===== src/rtl/read_sampler_if.sv =====
// Bus bundle between the DAC/ADC front end and read_sampler.
// rd_min/rd_max exist only when READ_MINMAX_EN is defined.
interface read_sampler_if;
  logic [7:0] pulse;
  logic [7:0] adc_data;
  logic       adc_valid;
  logic [7:0] rd_avg;
  logic       rd_bit;
  logic       rd_valid;
  logic [1:0] rd_index;
  logic       rd_err;
  logic       seq_done;
`ifdef READ_MINMAX_EN
  logic [7:0] rd_min;
  logic [7:0] rd_max;

  modport master (
    output pulse, adc_data, adc_valid,
    input  rd_avg, rd_bit, rd_valid, rd_index, rd_err, seq_done, rd_min, rd_max
  );
  modport slave (
    input  pulse, adc_data, adc_valid,
    output rd_avg, rd_bit, rd_valid, rd_index, rd_err, seq_done, rd_min, rd_max
  );
`else
  modport master (
    output pulse, adc_data, adc_valid,
    input  rd_avg, rd_bit, rd_valid, rd_index, rd_err, seq_done
  );
  modport slave (
    input  pulse, adc_data, adc_valid,
    output rd_avg, rd_bit, rd_valid, rd_index, rd_err, seq_done
  );
`endif
endinterface


===== src/rtl/read_sampler.sv =====
// Detects read windows on the DAC code, settles, averages 2^AVG_LOG2 ADC samples and tags the result.
// Define READ_MINMAX_EN to also report the min/max sample of each window on rd_min/rd_max.
module read_sampler #(
  parameter logic [7:0] READ_CODE = 8'd153,
  parameter int         SETTLE    = 5000,
  parameter int         AVG_LOG2  = 4,
  parameter logic [7:0] THRESH    = 8'd100,
  parameter int         SEQ_READS = 4
) (
  input logic           clk,
  input logic           reset,
  read_sampler_if.slave bus
);
  localparam int ACC_W = 8 + AVG_LOG2;
  localparam int CNT_W = AVG_LOG2 + 1;
  localparam int SET_W = (SETTLE > 1) ? $clog2(SETTLE) : 1;
  localparam logic [SET_W-1:0] SETTLE_LAST = SET_W'(SETTLE - 1);
  localparam logic [CNT_W-1:0] LAST_SAMPLE = CNT_W'((1 << AVG_LOG2) - 1);
  localparam logic [1:0]       LAST_INDEX  = 2'(SEQ_READS - 1);

  typedef enum logic [1:0] {S_IDLE, S_SETTLE, S_ACQ, S_HOLD} state_t;

  state_t           state_q, state_d;
  logic [7:0]       pulse_q, pulse_d;
  logic [SET_W-1:0] settle_cnt_q, settle_cnt_d;
  logic [ACC_W-1:0] acc_q, acc_d;
  logic [CNT_W-1:0] cnt_q, cnt_d;
  logic [1:0]       seq_idx_q, seq_idx_d;
  logic [7:0]       rd_avg_q, rd_avg_d;
  logic             rd_bit_q, rd_bit_d;
  logic             rd_valid_q, rd_valid_d;
  logic [1:0]       rd_index_q, rd_index_d;
  logic             rd_err_q, rd_err_d;
  logic             seq_done_q, seq_done_d;
  logic             in_read;
  logic [ACC_W-1:0] acc_sum;
  logic [7:0]       avg_now;
`ifdef READ_MINMAX_EN
  logic [7:0]       min_acc_q, min_acc_d;
  logic [7:0]       max_acc_q, max_acc_d;
  logic [7:0]       rd_min_q, rd_min_d;
  logic [7:0]       rd_max_q, rd_max_d;
  logic [7:0]       smp_min, smp_max;
`endif

  // The final sample is folded in combinationally so the result strobes on the cycle right after it.
  always_comb begin
    state_d      = state_q;
    pulse_d      = bus.pulse;
    settle_cnt_d = settle_cnt_q;
    acc_d        = acc_q;
    cnt_d        = cnt_q;
    seq_idx_d    = seq_idx_q;
    rd_avg_d     = rd_avg_q;
    rd_bit_d     = rd_bit_q;
    rd_index_d   = rd_index_q;
    rd_valid_d   = 1'b0;
    rd_err_d     = 1'b0;
    seq_done_d   = 1'b0;
    in_read      = (pulse_q == READ_CODE);
    acc_sum      = acc_q + ACC_W'(bus.adc_data);
    avg_now      = acc_sum[AVG_LOG2 +: 8];
`ifdef READ_MINMAX_EN
    min_acc_d    = min_acc_q;
    max_acc_d    = max_acc_q;
    rd_min_d     = rd_min_q;
    rd_max_d     = rd_max_q;
    smp_min      = (bus.adc_data < min_acc_q) ? bus.adc_data : min_acc_q;
    smp_max      = (bus.adc_data > max_acc_q) ? bus.adc_data : max_acc_q;
`endif

    case (state_q)
      S_IDLE: begin
        if (in_read) begin
          state_d      = S_SETTLE;
          settle_cnt_d = '0;
        end
      end

      S_SETTLE: begin
        if (!in_read) begin
          rd_err_d = 1'b1;
          state_d  = S_IDLE;
        end else if (settle_cnt_q == SETTLE_LAST) begin
          state_d = S_ACQ;
          acc_d   = '0;
          cnt_d   = '0;
`ifdef READ_MINMAX_EN
          min_acc_d = 8'hFF;
          max_acc_d = 8'h00;
`endif
        end else begin
          settle_cnt_d = settle_cnt_q + 1'b1;
        end
      end

      S_ACQ: begin
        // A strobe coinciding with the window end is dropped along with the partial sum.
        if (!in_read) begin
          rd_err_d = 1'b1;
          state_d  = S_IDLE;
        end else if (bus.adc_valid) begin
          acc_d = acc_sum;
          cnt_d = cnt_q + 1'b1;
`ifdef READ_MINMAX_EN
          min_acc_d = smp_min;
          max_acc_d = smp_max;
`endif
          if (cnt_q == LAST_SAMPLE) begin
            rd_avg_d   = avg_now;
            rd_bit_d   = (avg_now >= THRESH);
            rd_valid_d = 1'b1;
            rd_index_d = seq_idx_q;
            seq_done_d = (seq_idx_q == LAST_INDEX);
            seq_idx_d  = (seq_idx_q == LAST_INDEX) ? 2'd0 : seq_idx_q + 2'd1;
            state_d    = S_HOLD;
`ifdef READ_MINMAX_EN
            rd_min_d = smp_min;
            rd_max_d = smp_max;
`endif
          end
        end
      end

      S_HOLD: begin
        if (!in_read) state_d = S_IDLE;
      end

      default: state_d = S_IDLE;
    endcase
  end

  always_ff @(posedge clk) begin
    if (reset) begin
      state_q      <= S_IDLE;
      pulse_q      <= '0;
      settle_cnt_q <= '0;
      acc_q        <= '0;
      cnt_q        <= '0;
      seq_idx_q    <= '0;
      rd_avg_q     <= '0;
      rd_bit_q     <= 1'b0;
      rd_valid_q   <= 1'b0;
      rd_index_q   <= '0;
      rd_err_q     <= 1'b0;
      seq_done_q   <= 1'b0;
`ifdef READ_MINMAX_EN
      min_acc_q    <= 8'hFF;
      max_acc_q    <= 8'h00;
      rd_min_q     <= 8'hFF;
      rd_max_q     <= 8'h00;
`endif
    end else begin
      state_q      <= state_d;
      pulse_q      <= pulse_d;
      settle_cnt_q <= settle_cnt_d;
      acc_q        <= acc_d;
      cnt_q        <= cnt_d;
      seq_idx_q    <= seq_idx_d;
      rd_avg_q     <= rd_avg_d;
      rd_bit_q     <= rd_bit_d;
      rd_valid_q   <= rd_valid_d;
      rd_index_q   <= rd_index_d;
      rd_err_q     <= rd_err_d;
      seq_done_q   <= seq_done_d;
`ifdef READ_MINMAX_EN
      min_acc_q    <= min_acc_d;
      max_acc_q    <= max_acc_d;
      rd_min_q     <= rd_min_d;
      rd_max_q     <= rd_max_d;
`endif
    end
  end

  assign bus.rd_avg   = rd_avg_q;
  assign bus.rd_bit   = rd_bit_q;
  assign bus.rd_valid = rd_valid_q;
  assign bus.rd_index = rd_index_q;
  assign bus.rd_err   = rd_err_q;
  assign bus.seq_done = seq_done_q;
`ifdef READ_MINMAX_EN
  assign bus.rd_min   = rd_min_q;
  assign bus.rd_max   = rd_max_q;
`endif

endmodule


===== src/flat_wrapper.sv =====
// flat-port wrapper written by rule: the top's interface ports become plain ports
module read_sampler_flat 
#(
  parameter logic [7:0] READ_CODE = 8'd153,
  parameter int         SETTLE    = 5000,
  parameter int         AVG_LOG2  = 4,
  parameter logic [7:0] THRESH    = 8'd100,
  parameter int         SEQ_READS = 4
)
  (clk, reset, bus_pulse, bus_adc_data, bus_adc_valid, bus_rd_avg, bus_rd_bit, bus_rd_valid, bus_rd_index, bus_rd_err, bus_seq_done);
  read_sampler_if bus_i ();
  input logic clk;
  input logic reset;
  input wire logic [$bits(bus_i.pulse)-1:0] bus_pulse;
  input wire logic [$bits(bus_i.adc_data)-1:0] bus_adc_data;
  input wire logic [$bits(bus_i.adc_valid)-1:0] bus_adc_valid;
  output wire logic [$bits(bus_i.rd_avg)-1:0] bus_rd_avg;
  output wire logic [$bits(bus_i.rd_bit)-1:0] bus_rd_bit;
  output wire logic [$bits(bus_i.rd_valid)-1:0] bus_rd_valid;
  output wire logic [$bits(bus_i.rd_index)-1:0] bus_rd_index;
  output wire logic [$bits(bus_i.rd_err)-1:0] bus_rd_err;
  output wire logic [$bits(bus_i.seq_done)-1:0] bus_seq_done;
  assign bus_i.pulse = bus_pulse;
  assign bus_i.adc_data = bus_adc_data;
  assign bus_i.adc_valid = bus_adc_valid;
  assign bus_rd_avg = bus_i.rd_avg;
  assign bus_rd_bit = bus_i.rd_bit;
  assign bus_rd_valid = bus_i.rd_valid;
  assign bus_rd_index = bus_i.rd_index;
  assign bus_rd_err = bus_i.rd_err;
  assign bus_seq_done = bus_i.seq_done;
  read_sampler #(.READ_CODE(READ_CODE), .SETTLE(SETTLE), .AVG_LOG2(AVG_LOG2), .THRESH(THRESH), .SEQ_READS(SEQ_READS)) u_core (.clk(clk), .reset(reset), .bus(bus_i));
endmodule

===== config.mk =====
export PLATFORM = sky130hd
export DESIGN_NAME = read_sampler_flat
export DESIGN_NICKNAME = d
export VERILOG_FILES = /design/src/rtl/read_sampler_if.sv /design/src/rtl/read_sampler.sv /design/src/flat_wrapper.sv
export SDC_FILE = /design/constraint.sdc
export NUM_CORES = 1
export LEC_CHECK = 0
export BUFFER_PORTS_ARGS = -buffer_cell sky130_fd_sc_hd__buf_4
export CORE_UTILIZATION = 55
export CTS_CLUSTER_DIAMETER = 30
export DETAILED_ROUTE_END_ITERATION = 10
export GPL_ROUTABILITY_DRIVEN = 0
export GPL_TIMING_DRIVEN = 0
export PLACE_DENSITY = 0.73
export SYNTH_ARGS = -nofsm -noshare
export SYNTH_HDL_FRONTEND = slang
export SYNTH_SLANG_ARGS = --single-unit

===== constraint.sdc =====
create_clock -name clk -period 2.84 [get_ports clk]
set_clock_uncertainty 0.2 [all_clocks]
set_input_delay 0.568 -clock clk [delete_from_list [all_inputs] [get_ports clk]]
set_output_delay 0.568 -clock clk [all_outputs]
set_load 0.05 [all_outputs]

======== Word-level counts from Yosys, hierarchy flattened ========
Cells that the tools add are included.
operators by class
  reductions and logical operators ........ 11
  equal/unequal tests ..................... 17
  add/sub/neg operators ................... 4
  multiplexer cells ....................... 25
  bitwise operators ....................... 5
  magnitude comparators ................... 1
operator list
  kind                                                                number
  2-to-1 mux 12 bit                                                   4
  2-to-1 mux 13 bit                                                   3
  one-hot mux 13 bit (2 select lines)                                 1
  one-hot mux 12 bit (2 select lines)                                 1
  2-to-1 mux 5 bit                                                    4
  2-to-1 mux 2 bit                                                    8
  adder 13 x 1 -> 13 bit (second input constant)                      1
  equality test 13 bit (second input constant)                        1
  adder 12 x 8 -> 12 bit                                              1
  one-hot mux 5 bit (2 select lines)                                  1
  AND reduction 5 bit                                                 2
  inequality test 3 bit (second input constant)                       3
  equality test 8 bit (second input constant)                         1
  greater-or-equal comparator 8 x 7 -> 1 bit (second input constant)  1
  inequality test 2 x 1 -> 1 bit (second input constant)              4
  one-hot mux 2 bit (4 select lines)                                  1
  AND reduction 4 bit                                                 2
  equality test 2 bit (second input constant)                         3
  inequality test 2 bit (second input constant)                       3
  adder 5 x 1 -> 5 bit (second input constant)                        1
  equality test 5 x 4 -> 1 bit (second input constant)                1
  inverter 1 bit                                                      5
  OR reduction 5 bit                                                  1
  nonzero test 2 bit                                                  2
  6 further kinds                                                     8
word-level totals
  register bits ........................... 56
  input port bits ......................... 19
  word-level logic and storage cells ...... 75

======== Depth between registers and ports, before layout ========
  depth in word-level cells ............... 5
  depth in mapped cells ................... 9
  gate-level depth less buffers ........... 9

======== Worst setup path before layout ========
OpenSTA, ideal clock, no wires.
  path type ............................... input -> register
  start ................................... input bus_adc_data[0]
  end ..................................... register u_core.rd_bit_q, in the netlist u_core.bus.rd_bit
  path slack .............................. 0.278 ns
  cell stages on the path ................. 9
  arrival ................................. 2.276 ns
  library setup time ...................... 0.086 ns
  required time ........................... 2.554 ns
  path buffers ............................ 0
  path through ............................ ha_1 inv_1 fa_1 nor2b_1 o31a_1 o21ai_0 a211oi_1 o311ai_0 a211oi_1
on the way
  cells in the longest elaborated chain, start to end .. 2
ends and longest elaborated chain
  item                                        RTL line             source
  start, declared                             flat_wrapper.sv:15   input wire logic [$bits(bus_i.adc_data)-1:0] bus_adc_data;
  adder 12 x 8 -> 12 bit                      read_sampler.sv:61   acc_sum = acc_q + ACC_W'(bus.adc_data);
  greater-or-equal comparator 8 x 7 -> 1 bit  read_sampler.sv:111  rd_bit_d = (avg_now >= THRESH);
  end signal, assigned                        read_sampler.sv:161  rd_bit_q <= rd_bit_d;
  end, declared                               read_sampler.sv:30   logic rd_bit_q, rd_bit_d;
No other way between the ends.
A chain may end at the register's enable or synchronous reset.

======== Worst setup path after layout ========
Same ends and word-level chain as after synthesis.

==> metrics.log <==
[metrics] cells taking the most area after synthesis: dfxtp_1 41%, ha_1 7.7%, nor2_1 6.6%
[metrics] worst path required time: 2.85 ns
[metrics] final count of pins violating max slew: 0
[metrics] aggregate global routing overflow: 0
[metrics] r2r setup slk: 0.17 ns
[metrics] clock group share of total power: 32.4%
[metrics] Max IR drop VDD: 206 µV
[metrics] library cell used as clock root buffer: clkbuf_8
[metrics] final count of hold timing violations: 0
[metrics] crit-path cells: buf_4 > ha_1 > inv_1 > fa_1 > nor2b_1 > o31a_1 > o41ai_1 > xnor2_1 > o311ai_0 > a211oi_1
[metrics] 1st-pass router iterations: 4
[metrics] clock latency reported for the late side of the worst-skew pair: 0.30 ns
[metrics] initial core utilization: 57.8%
[metrics] Worst-Margin Slew: 0.698 ns
[metrics] total length of routed wires: 5670 µm
[metrics] wire length of the first global-routing pass: 9840 µm
[metrics] layer carrying the most global-route usage: met2
[metrics] sequential fraction of design power: 59.7%
[metrics] number of antenna repair diodes: 0
[metrics] type of destination of the critical path: flip-flop
[metrics] H-tree depth: 2
[metrics] via count: 2339
[metrics] top cell type's share of synthesized area: 40.8%
[metrics] number of global-route vias before repair: 2258
[metrics] kind of critical path: in2reg
[metrics] buffer levels on the longest clock path: 2
[metrics] Worst Path Arrival: 2.69 ns
[metrics] maximum number of pins on one net before global-route repair: 19
[metrics] met2 usage in global routing: 41.0%
[metrics] setup repair after global routing missed its margin: false
[metrics] final worst setup slack: 0.159 ns
[metrics] Critical Path Start Type: primary input
[metrics] number of warning messages in the yosys log: 0
[metrics] Sink Count: 56
[metrics] Core Footprint: 4750 µm²
[metrics] Iter 0 DRT Violations: 96
[metrics] worst-path cell with the longest stage delay: o41ai_1
[metrics] Slew HR: 53.1%
[metrics] sequential area share after synthesis: 40.8%
[metrics] CTS tree: yes
[metrics] minimum period implied by the final worst setup slack: 2.68 ns
[metrics] met3 capacity usage during global routing: 4.28%
[metrics] remaining routing DRC violations: 0
[metrics] Core Rows: 25
[metrics] most frequent cells after synthesis: 56 x dfxtp_1, 48 x nor2_1, 25 x nand2_1
[metrics] Synth Instances: 322
[metrics] die area: 5280 µm²
[metrics] share of synthesized registers carrying an async set or reset: 0%
[metrics] remaining antenna violation count after routing: 0
[metrics] layout cell share with drive strength beyond 1: 13.6%
[metrics] kind of cell with the highest combined delay on the critical path: compound AO/OA/AOI/OAI gates
[metrics] number of hold buffers added after cts: 0
[metrics] antenna violations before repair: 0
[metrics] synthesized cell area: 2750 µm²
[metrics] post-synthesis cell type count: 49
[metrics] met1 Track Usage GR: 29.5%
[metrics] synthesis-stage register bit count: 56
[metrics] per-cell via count in the routed design: 5.46
[metrics] floorplan die height: 72.7 µm
[metrics] worst slack after detailed placement: -0.133 ns
[metrics] worst path buffer plus inverter count: 2
[metrics] NetSw: 0.000319 W
[metrics] number of setup violations in the final report: 0
[metrics] clock input transition at the sequential cells of the worst setup and hold paths: 0.10 ns
[metrics] global-route usage over all layers: 23.3%
[metrics] count of buffers from port buffering: 31
[metrics] mean cell area of the mapped netlist: 8.53 µm²
[metrics] run status: finished, final reports clean
[metrics] Net Sw Frac: 23.9%
[metrics] post-synthesis net count: 359
[metrics] area added between synthesis and finish: 15.5%
[metrics] Largest stage delay, worst path: 0.42 ns
[metrics] minimum hold slack: 0.261 ns
[metrics] total of max-cap violations: 0
[metrics] number of enable flip-flop cells after synthesis: 0
[metrics] Pwr Density: 420 nW/µm²
[metrics] f_max: 0.373 GHz
[metrics] nets@finish: 397
[metrics] worst min-delay path class: reg2reg
[metrics] CP max FO: 4
[metrics] Final period util: 94.4%
[metrics] post-synthesis cell type with the largest combined area: dfxtp_1
[metrics] fraction of power consumed by combinational cells: 7.9%
[metrics] internal power summed over all cells: 0.00101 W
[metrics] Synth Flop Type: dfxtp_1
[metrics] die width: 72.7 µm
[metrics] Top-Level Pins: 33
[metrics] post-detailed-placement half-perimeter wirelength: 4240 µm
[metrics] cell leakage power: 1.16 nW
[metrics] Sum Neg Setup Slack: 0 ns
[metrics] cts bufs inserted: 5
[metrics] most common cell in the synthesized netlist: dfxtp_1
[metrics] routed len/inst: 13.3 µm
==> registers in the layout, indices dropped and copies added (netlist names) <==
register and count:
u_core.state_q 2, u_core.cnt_q 5, u_core.bus.rd_bit 1, u_core.bus.rd_err 1, u_core.settle_cnt_q 13, u_core.bus.rd_valid 1
u_core.bus.seq_done 1, u_core.acc_q 12, u_core.bus.rd_avg 8, u_core.bus.rd_index 2, u_core.pulse_q 8, u_core.seq_idx_q 2
==> worst paths after layout <==
kind / start / end / cells after the start
setup / recovery: bus_adc_data[0] / u_core.bus.rd_bit$_SDFFE_PP0P_ / 10
hold / removal: u_core.bus.rd_index[1]$_SDFFE_PP0P_ / u_core.bus.rd_index[1]$_SDFFE_PP0P_ / 2
setup reg to reg: u_core.settle_cnt_q[0]$_SDFFE_PP0P_ / u_core.settle_cnt_q[7]$_SDFFE_PP0P_ / 7
hold reg to reg: u_core.bus.rd_index[1]$_SDFFE_PP0P_ / u_core.bus.rd_index[1]$_SDFFE_PP0P_ / 2
==> placed cells by master, fill, tap and decap left out, types with 2 or more instances in the layout <==
master	Yosys	layout
a22oi_1	12	12
nand2b_1	2	2
dfxtp_1	56	56
nor3_1	10	9
nand3_1	10	9
buf_4	0	31
nor3b_1	2	2
nand2_1	25	25
a21o_1	3	3
a21oi_1	24	24
nor2_1	48	48
o21ai_0	8	8
inv_1	13	13
o31ai_1	3	3
o211ai_1	2	2
clkbuf_8	0	5
clkbuf_1	12	11
nor4_1	7	7
or4_1	2	2
ha_1	17	17
nand4b_1	2	2
nand4bb_1	2	2
xnor2_1	16	16
nor2b_1	11	11
a211oi_1	6	5
or3_1	3	3
clkinvlp_4	0	2
==> worst min-delay path: cells and delay by family, from the launching register on <==
family | cells | cell delay, ns
DFF | 1 | 0.32
and+or+nand+nor | 1 | 0.05
AOI/OAI and AO/OA | 1 | 0.05
==> metal layers <==
| layer | vias up | routed length (µm) |
|---|---|---|
| met3 | 4 | 164 |
| met4 | 0 | 42 |
| met5 | - | 0 |
| met2 | 37 | 2690 |
| li1 | 1213 | - |
| met1 | 1085 | 2780 |
==> logic make-up (layout without fill, tap and decap cells) <==
logic type,Yosys count,after routing,synth area share (%)
simple gates,129,129,22.7
xor+xnor,17,17,5.42
compound gates,73,73,18.0
buf+inv,27,66,3.74
flops,56,56,40.8
mux,2,2,0.774
fa+ha+maj,18,18,8.47
==> through the flow <==
step,total power (W),util [%],instances,instance area [µm²]
final,0.00133,66.7,428,3170
after global routing,0.00139,66.7,428,3170
after CTS,0.00135,66.4,428,3160
after detailed placement,0.000918,64.4,420,3060
after global placement,0.000916,64.4,420,3060
after floorplan,0.000880,-,322,2750
==> power by group through the flow <==
| stage | Sequential, W | Clock (W) | Combinational [W] |
|---|---|---|---|
| 3_3_place_gp | 0.000814 | 0 | 0.000102 |
| 5_1_grt | 0.000797 | 0.000477 | 0.000116 |
| 4_1_cts | 0.000796 | 0.000447 | 0.000104 |
| 6_report | 0.000796 | 0.000432 | 0.000105 |
| 3_5_place_dp | 0.000814 | 0 | 0.000104 |
| 2_1_floorplan | 0.000816 | 0 | 0.0000633 |
==> what timing repair did <==
action,in CTS,in global routing
gates resized for setup,0,6
endpoints found under the setup margin,0,13
buffers inserted,0,0
==> cell type report <==
type	count	area [µm²]
buffer	14	55.1
clock buffer	5	68.8
clock inverter	3	23.8
fill	435	1580
inverter	13	48.8
multi-input combinational	239	1540
sequential	56	1120
tap	67	83.8
timing repair buffer	31	233
Power figures use the tool's default switching activity.
